File: config.mk
export PLATFORM = sky130hd
export DESIGN_NAME = pc_sequencer
export DESIGN_NICKNAME = d
export VERILOG_FILES = /design/src/rtl/cpu_pkg.sv /design/src/rtl/sat_counter.sv /design/src/rtl/pc_sequencer.sv
export SDC_FILE = /design/constraint.sdc
export NUM_CORES = 1
export LEC_CHECK = 0
export ABC_CLOCK_PERIOD_IN_PS = 2500
export CORE_UTILIZATION = 40
export DETAILED_ROUTE_END_ITERATION = 8
export PLACE_DENSITY_LB_ADDON = 0.2
export SLEW_MARGIN = 25
export SYNTH_ARGS = -nofsm -noshare
export SYNTH_HDL_FRONTEND = slang
export SYNTH_SLANG_ARGS = --single-unit
File: constraint.sdc
create_clock -name clk_i -period 2.5 [get_ports clk_i]
set_input_delay 0.75 -clock clk_i [delete_from_list [all_inputs] [get_ports clk_i]]
set_output_delay 0.75 -clock clk_i [all_outputs]
set_load 0.03 [all_outputs]
File: src/rtl/cpu_pkg.sv
// Shared CPU definitions: fetch FSM states and PC defaults.
package cpu_pkg;

    localparam int unsigned ADDR_W_DEF    = 32;
    localparam logic [31:0] RESET_VEC_DEF = 32'h0000_0000;
    localparam int unsigned PC_INC        = 4;

    typedef enum logic [1:0] {
        ST_BOOT  = 2'd0,
        ST_RUN   = 2'd1,
        ST_STALL = 2'd2
    } fetch_state_e;

endpackage

File: src/rtl/sat_counter.sv
// Saturating up-counter with synchronous clear.
module sat_counter #(
    parameter int unsigned W = 16
) (
    input  logic         clk_i,
    input  logic         clr_i,
    input  logic         inc_i,
    output logic [W-1:0] cnt_o
);

    logic [W-1:0] cnt_q;

    always_ff @(posedge clk_i) begin
        if (clr_i) begin
            cnt_q <= '0;
        end else if (inc_i && (cnt_q != {W{1'b1}})) begin
            cnt_q <= cnt_q + W'(1);
        end
    end

    assign cnt_o = cnt_q;

endmodule

File: src/rtl/pc_sequencer.sv
// Fetch-stage controller: owns the PC, picks next PC from branch/jump/stall/sequential
// and decodes the pipeline write-enable and flush controls.
module pc_sequencer
    import cpu_pkg::*;
#(
    parameter int unsigned       ADDR_W    = ADDR_W_DEF,
    parameter logic [ADDR_W-1:0] RESET_VEC = ADDR_W'(RESET_VEC_DEF),
    parameter int unsigned       CNT_W     = 16
) (
    input  logic              clk_i,
    input  logic              rst_i,
    input  logic              stall_i,
    input  logic              jump_i,
    input  logic [ADDR_W-1:0] jump_target_i,
    input  logic              branch_taken_i,
    input  logic [ADDR_W-1:0] branch_target_i,
    output logic [ADDR_W-1:0] pc_o,
    output logic [ADDR_W-1:0] pc_plus4_o,
    output logic              fetch_valid_o,
    output logic              if_id_write_o,
    output logic              if_id_flush_o,
    output logic              id_ex_flush_o,
    output logic              ex_mem_flush_o,
    output logic              misalign_o,
    output logic [CNT_W-1:0]  stall_cnt_o,
    output logic [CNT_W-1:0]  redirect_cnt_o,
    output logic [1:0]        state_o
);

    fetch_state_e      state_q, state_d;
    logic [ADDR_W-1:0] pc_q, pc_d, pc_inc;
    logic              misalign_q, misalign_set;
    logic              stall_inc, redirect_inc;

    assign pc_inc = pc_q + ADDR_W'(PC_INC);

    // State, PC and sticky misalign flag.
    always_ff @(posedge clk_i) begin
        if (rst_i) begin
            state_q    <= ST_BOOT;
            pc_q       <= RESET_VEC;
            misalign_q <= 1'b0;
        end else begin
            state_q    <= state_d;
            pc_q       <= pc_d;
            if (misalign_set) begin
                misalign_q <= 1'b1;
            end
        end
    end

    // Next-state, next-PC and flush decode; branch (older) beats jump beats stall.
    always_comb begin
        state_d        = state_q;
        pc_d           = pc_q;
        fetch_valid_o  = 1'b0;
        if_id_write_o  = 1'b1;
        if_id_flush_o  = 1'b0;
        id_ex_flush_o  = 1'b0;
        ex_mem_flush_o = 1'b0;
        misalign_set   = 1'b0;
        stall_inc      = 1'b0;
        redirect_inc   = 1'b0;
        case (state_q)
            ST_BOOT: begin
                state_d = ST_RUN;
            end
            ST_RUN, ST_STALL: begin
                fetch_valid_o = 1'b1;
                if (branch_taken_i) begin
                    pc_d           = {branch_target_i[ADDR_W-1:2], 2'b00};
                    if_id_flush_o  = 1'b1;
                    id_ex_flush_o  = 1'b1;
                    ex_mem_flush_o = 1'b1;
                    misalign_set   = |branch_target_i[1:0];
                    redirect_inc   = 1'b1;
                    state_d        = ST_RUN;
                end else if (jump_i) begin
                    pc_d          = {jump_target_i[ADDR_W-1:2], 2'b00};
                    if_id_flush_o = 1'b1;
                    misalign_set  = |jump_target_i[1:0];
                    redirect_inc  = 1'b1;
                    state_d       = ST_RUN;
                end else if (stall_i) begin
                    if_id_write_o = 1'b0;
                    id_ex_flush_o = 1'b1;
                    stall_inc     = 1'b1;
                    state_d       = ST_STALL;
                end else begin
                    pc_d    = pc_inc;
                    state_d = ST_RUN;
                end
            end
            default: begin
                state_d = ST_BOOT;
            end
        endcase
    end

    sat_counter #(.W(CNT_W)) u_stall_cnt (
        .clk_i (clk_i),
        .clr_i (rst_i),
        .inc_i (stall_inc),
        .cnt_o (stall_cnt_o)
    );

    sat_counter #(.W(CNT_W)) u_redirect_cnt (
        .clk_i (clk_i),
        .clr_i (rst_i),
        .inc_i (redirect_inc),
        .cnt_o (redirect_cnt_o)
    );

    assign pc_o       = pc_q;
    assign pc_plus4_o = pc_inc;
    assign misalign_o = misalign_q;
    assign state_o    = 2'(state_q);

endmodule

Word-level counts from Yosys, hierarchy flattened

Index checks and enable logic that the tools add are counted.
Widths: inputs -> output; s select.

Word-level logic and storage cells: 46
Bits in registers: 67
Output and inout port bits: 104
Bits of input ports: 69

$add $sub $neg: 3
Muxes and demuxes: 26
Reduce and logical (&&, ||, !) cells: 7
Equality and inequality tests: 5

Operator list:

| cell                  | number |
|---|---|
| $mux 32               | 3 |
| $add 16x1->16 const B | 2 |
| $add 32x3->32 const B | 1 |
| $ne 16x16->1 const B  | 2 |
| $mux 1                | 19 |
| $mux 2                | 3 |
| $reduce_or 2->1       | 3 |
| $pmux 2 s2            | 1 |
| $ne 3x1->1 const B    | 1 |
| $eq 2x1->1 const B    | 1 |
| $eq 2x2->1 const B    | 1 |
| $logic_and 1x1->1     | 2 |
| $logic_not 2->1       | 1 |
| $reduce_and 2->1      | 1 |

Logic depth before layout (Yosys ltp)

Word-level depth: 5
Depth in mapped cells: 9
Depth with buffers taken out: 8

Cells and area by module

Synthesis repeated with hierarchy kept, for this count alone.

Cell total of the unflattened synthesis: 577
Area total of the unflattened synthesis: 4446.8 um^2

Modules (own cells, without submodules):

| module       | instances | area each (um^2) | cells each |
|---|---|---|---|
| pc_sequencer | 1         | 2750.1           | 379 |
| sat_counter  | 2         | 848.3            | 99 |

Worst setup path after synthesis

No wires, ideal clock.

Kind: register -> output
Start point: register pc_q[12], in the netlist pc_o[12]
End point: output pc_plus4_o[31]
Arrival: 2.349 ns
Required time: 1.750 ns
Setup slack: -0.599 ns
Cell stages (with the launch flop): 6
Cells stage by stage: dfxtp_1 -> buf_2 -> nand4_2 -> nor4_4 -> or4b_4 -> xnor2_1

Word-level cells in the longest chain between the ends: 1

RTL lines:

| what                   | line               | source |
|---|---|---|
| start, declared        | pc_sequencer.sv:31 | `logic [ADDR_W-1:0] pc_q, pc_d, pc_inc;` |
| start signal, assigned | pc_sequencer.sv:45 | `pc_q <= pc_d;` |
| $add 32x3->32          | pc_sequencer.sv:35 | `assign pc_inc = pc_q + ADDR_W'(PC_INC);` |
| end, declared          | pc_sequencer.sv:18 | `output logic [ADDR_W-1:0] pc_plus4_o,` |

No other way between the ends.

Worst setup path after layout

Start point: register pc_q[2], in the netlist pc_o[2]
End point: output pc_plus4_o[16]

The elaborated chain is that of the path after synthesis.

==> Implementation_results.wiki <==
{| class="wikitable"
! Metric !! Value
|-
| Outcome || complete, but fails checks
|-
| Violated checks || negative setup slack
|-
| Post-synthesis share of cell area spent on full adders, half adders and majority gates || 1.415%
|-
| Flops & latches, synth || 65
|-
| Synthesized-area fraction occupied by ao, oa, aoi and oai cells || 21.99%
|-
| Clock transition at path regs || 0.08 ns
|-
| Synthesized area divided by synthesized cell count || 7.866 um2
|-
| Clk root buf || sky130_fd_sc_hd__clkbuf_8
|-
| Net switching power of the design || 1.108 mW
|-
| Pin count of the biggest net entering global routing || 33
|-
| Floorplan core area || 10790 um2
|-
| Metal-1 WL || 6.605 mm
|-
| Via-to-Cell Ratio || 5.749
|-
| Largest fanout on the critical path || 4
|-
| Clock skew || 0.009242 ns
|-
| Portion of the post-synthesis area used by sequential elements || 29.44%
|-
| Async SR Flop Fraction || 0%
|-
| Top layer reached by signal wires || met4
|-
| Most instantiated flip-flop cell in the synthesis netlist || sky130_fd_sc_hd__dfxtp_1
|-
| Peak clock frequency supported by timing || 0.3649 GHz
|-
| Top library cells by usage in the layout, fill and taps aside || sky130_fd_sc_hd__clkdlybuf4s50_1, sky130_fd_sc_hd__buf_4, sky130_fd_sc_hd__nor2_1
|-
| Most common library cell in the layout ignoring fill and taps || sky130_fd_sc_hd__clkdlybuf4s50_1
|-
| FP Rows || 38
|-
| TritonCTS clock tree || built
|-
| Final estimated routing congestion in global placement || 0.9262
|-
| Number of iterations in the first detailed-routing pass || 5
|-
| Wirelength, routed || 17.05 mm
|-
| Least-Margin Pin Slew || 0.5667 ns
|-
| H-tree Lvls || 3
|-
| Fraction of final layout cells with drive strength greater than 1 || 32.56%
|-
| Dominant combinational cell family by area after synthesis || simple AND/OR/NAND/NOR gates
|-
| Comb power frac || 35.9%
|-
| Final-layout fill cell count || 827
|-
| Antenna violations before repair || 1
|-
| Multiplexer fraction of the synthesized cell area || 1.585%
|-
| Detailed router's first-iteration violation count || 323
|-
| Number of synthesized flops with an enable pin || 0
|-
| Final setup slack of the worst path || -0.2401 ns
|-
| Leakage || 3.028 nW
|-
| Power Dens Cells || 402.0 nW/um2
|-
| Flop pwr share || 37.4%
|-
| Final period utilization || 109.6%
|-
| Setup repair after global routing missed its margin || yes
|-
| Cell Count Post-Placement || 900
|-
| Number of global-route vias before repair || 5238
|-
| Initial Utilization || 40.96%
|-
| Final-stage net count || 886
|-
| Simple-gate area share of the yosys netlist || 28.22%
|-
| Syn Std Cell Area || 4420 um2
|-
| DP HPWL || 11.56 mm
|-
| Final standard cell utilization of the core || 70.95%
|-
| Switching part of the total || 36.01%
|-
| Clock latency reported for the late side of the worst-skew pair || 0.36 ns
|-
| Wire length of the first global-routing pass || 25.53 mm
|-
| Startpoint class of the critical path || register
|-
| Number of clock sinks || 65
|-
| Width of the chip || 107.1 um
|-
| Type of the tightest min-delay check || reg -> reg
|-
| Internal power || 1.970 mW
|-
| R2R cell count || 7
|-
| Total count of max-transition violations in the final report || 0
|-
| Final critical-path required period || 2.740 ns
|-
| # DRC || 0
|-
| Routed wirelength normalized by instance count || 17.80 um
|-
| Clock buffers created by TritonCTS || 9
|-
| Worst hold path cell count || 2
|-
| Remaining antenna violation count after routing || 0
|-
| Buffers added on ports || 168
|-
| Worst Setup End Kind || primary output
|-
| DIE HEIGHT || 107.1 um
|-
| Via count || 5508
|-
| Clock network power share || 26.7%
|-
| Total die area || 11480 um2
|-
| CTS Hold Bufs || 0
|-
| Total count of hold-check failures in the final report || 0
|-
| Worst rel slew slack || 61.93%
|-
| Area added between synthesis and finish || 73.22%
|-
| Sum of overflow across all layers after global routing || 0
|-
| TNS Setup || -2.884 ns
|-
| Required time reported for the critical path endpoint || 1.75 ns
|-
| Metal3 WL || 1.562 mm
|-
| Max Root-Sink Buffers || 2
|-
| Yosys warning count || 0
|-
| Maximum ir drop on the vdd rail || 0.2323 mV
|-
| Synth cell types || 78
|-
| Number of cells produced by synthesis || 562
|-
| Final Setup Violations || 21
|-
| Gr usage total || 28.35%
|-
| Number of top-level design ports || 173
|-
| Post-Layout Cell Count || 958
|-
| Critical Setup Path Class || reg -> out
|-
| Xor-xnor portion of the synthesized cell area || 10.10%
|-
| Max cap viols || 0
|-
| Met2 routed WL || 8.339 mm
|-
| Arrival time of data at the critical path endpoint || 1.99 ns
|}
power by group through the flow:
stage	Sequential (mW)	Clock [mW]	Combinational (mW)
finish	1.15	0.822	1.10
global route	1.16	0.898	1.16
CTS	1.15	0.843	1.05
detailed placement	1.17	0	1.01
global placement	1.17	0	0.996
floorplan	1.28	0	0.434
state kept, by name (all words and copies together) (netlist names):
| signal | cells |
|---|---|
| pc_o | 30 |
| misalign_o | 1 |
| state_o | 2 |
| u_redirect_cnt.cnt_o | 16 |
| u_stall_cnt.cnt_o | 16 |
per-stage QoR:
| step | cell area [um2] | worst slack [ns] | hold slack (ns) | power (mW) |
|---|---|---|---|---|
| floorplan | 4636 | -0.1004 | 0.5268 | 1.712 |
| finish | 7657 | -0.2401 | 0.4702 | 3.078 |
| CTS | 7365 | -0.2695 | 0.4801 | 3.044 |
| global route | 7657 | -0.2873 | 0.5417 | 3.214 |
| detailed placement | 6746 | -0.4053 | 0.4595 | 2.182 |
| global placement | 6746 | -0.4154 | 0.4529 | 2.168 |
critical path, cell delays in order (launching register included):
cell	delay (ns)
sky130_fd_sc_hd__dfxtp_4	0.39
sky130_fd_sc_hd__ha_4	0.15
sky130_fd_sc_hd__nand4_1	0.16
sky130_fd_sc_hd__buf_4	0.19
sky130_fd_sc_hd__or4_4	0.45
sky130_fd_sc_hd__xnor2_2	0.16
sky130_fd_sc_hd__buf_6	0.15
worst paths after layout:
path	start	endpoint	slack, ns
worst min register to register	misalign_o	misalign_o	0.47
worst max-delay path	pc_o[2]	pc_plus4_o[16]	-0.24
worst max register to register	state_o[1]	u_stall_cnt.cnt_o[13]	0.35
worst min-delay path	misalign_o	misalign_o	0.47
layer usage:
layer | global-route usage, % | vias up
li1 | - | 2566
met1 | 33.45 | 2586
met2 | 48.43 | 296
met3 | 6.869 | 60
met4 | 12.82 | 0
met5 | 0 | -
area by class of cell:
cell class	instances	area, um2	area share [%]
multi-input combinational	437	3287	42.92
antenna	1	2.502	0.03268
tap	140	175.2	2.288
clock inverter	7	53.80	0.7026
inverter	16	60.06	0.7843
sequential	65	1360	17.76
clock buffer	9	123.9	1.618
timing repair buffer	283	2595	33.89
what timing repair did:
item,in CTS,in global routing
endpoints found under the setup margin,32,29
pin swaps,27,26
resized for setup,81,37
buffers inserted,20,21
Yosys cell counts, drive strengths merged (5+ instances only):
| cell | count | area, um2 |
|---|---|---|
| or3 | 5 | 31.28 |
| and4 | 8 | 71.32 |
| and3 | 9 | 57.56 |
| o211ai | 9 | 67.56 |
| nor2 | 59 | 224.0 |
| o22ai | 5 | 31.28 |
| mux2i | 7 | 70.07 |
| buf | 18 | 128.9 |
| and2 | 6 | 38.79 |
| inv | 15 | 56.30 |
| xor2 | 20 | 175.2 |
| a31oi | 7 | 43.79 |
| nor4 | 8 | 77.57 |
| nand2 | 43 | 161.4 |
| dfxtp | 65 | 1301 |
| clkbuf | 28 | 118.9 |
| o21ai | 24 | 120.1 |
| a211oi | 5 | 37.54 |
| a21oi | 35 | 175.2 |
| nand4 | 22 | 165.2 |
| nor3 | 19 | 106.4 |
| ha | 5 | 62.56 |
| xnor2 | 31 | 271.5 |
| o21a | 5 | 37.54 |
| nand3 | 28 | 145.1 |
| a22oi | 8 | 60.06 |
cell families (layout without fill, tap and decap cells):
| group | Yosys count | in the layout |
|---|---|---|
| other | 1 | 5 |
| muxes | 7 | 7 |
| xor gates and xnor gates | 51 | 51 |
| AOI/OAI and AO/OA | 142 | 142 |
| and+or+nand+nor | 228 | 228 |
| adders and majority gates | 5 | 5 |
| DFF | 65 | 65 |
| buffers and inverters | 63 | 315 |
(Power assumes the default switching activity.)
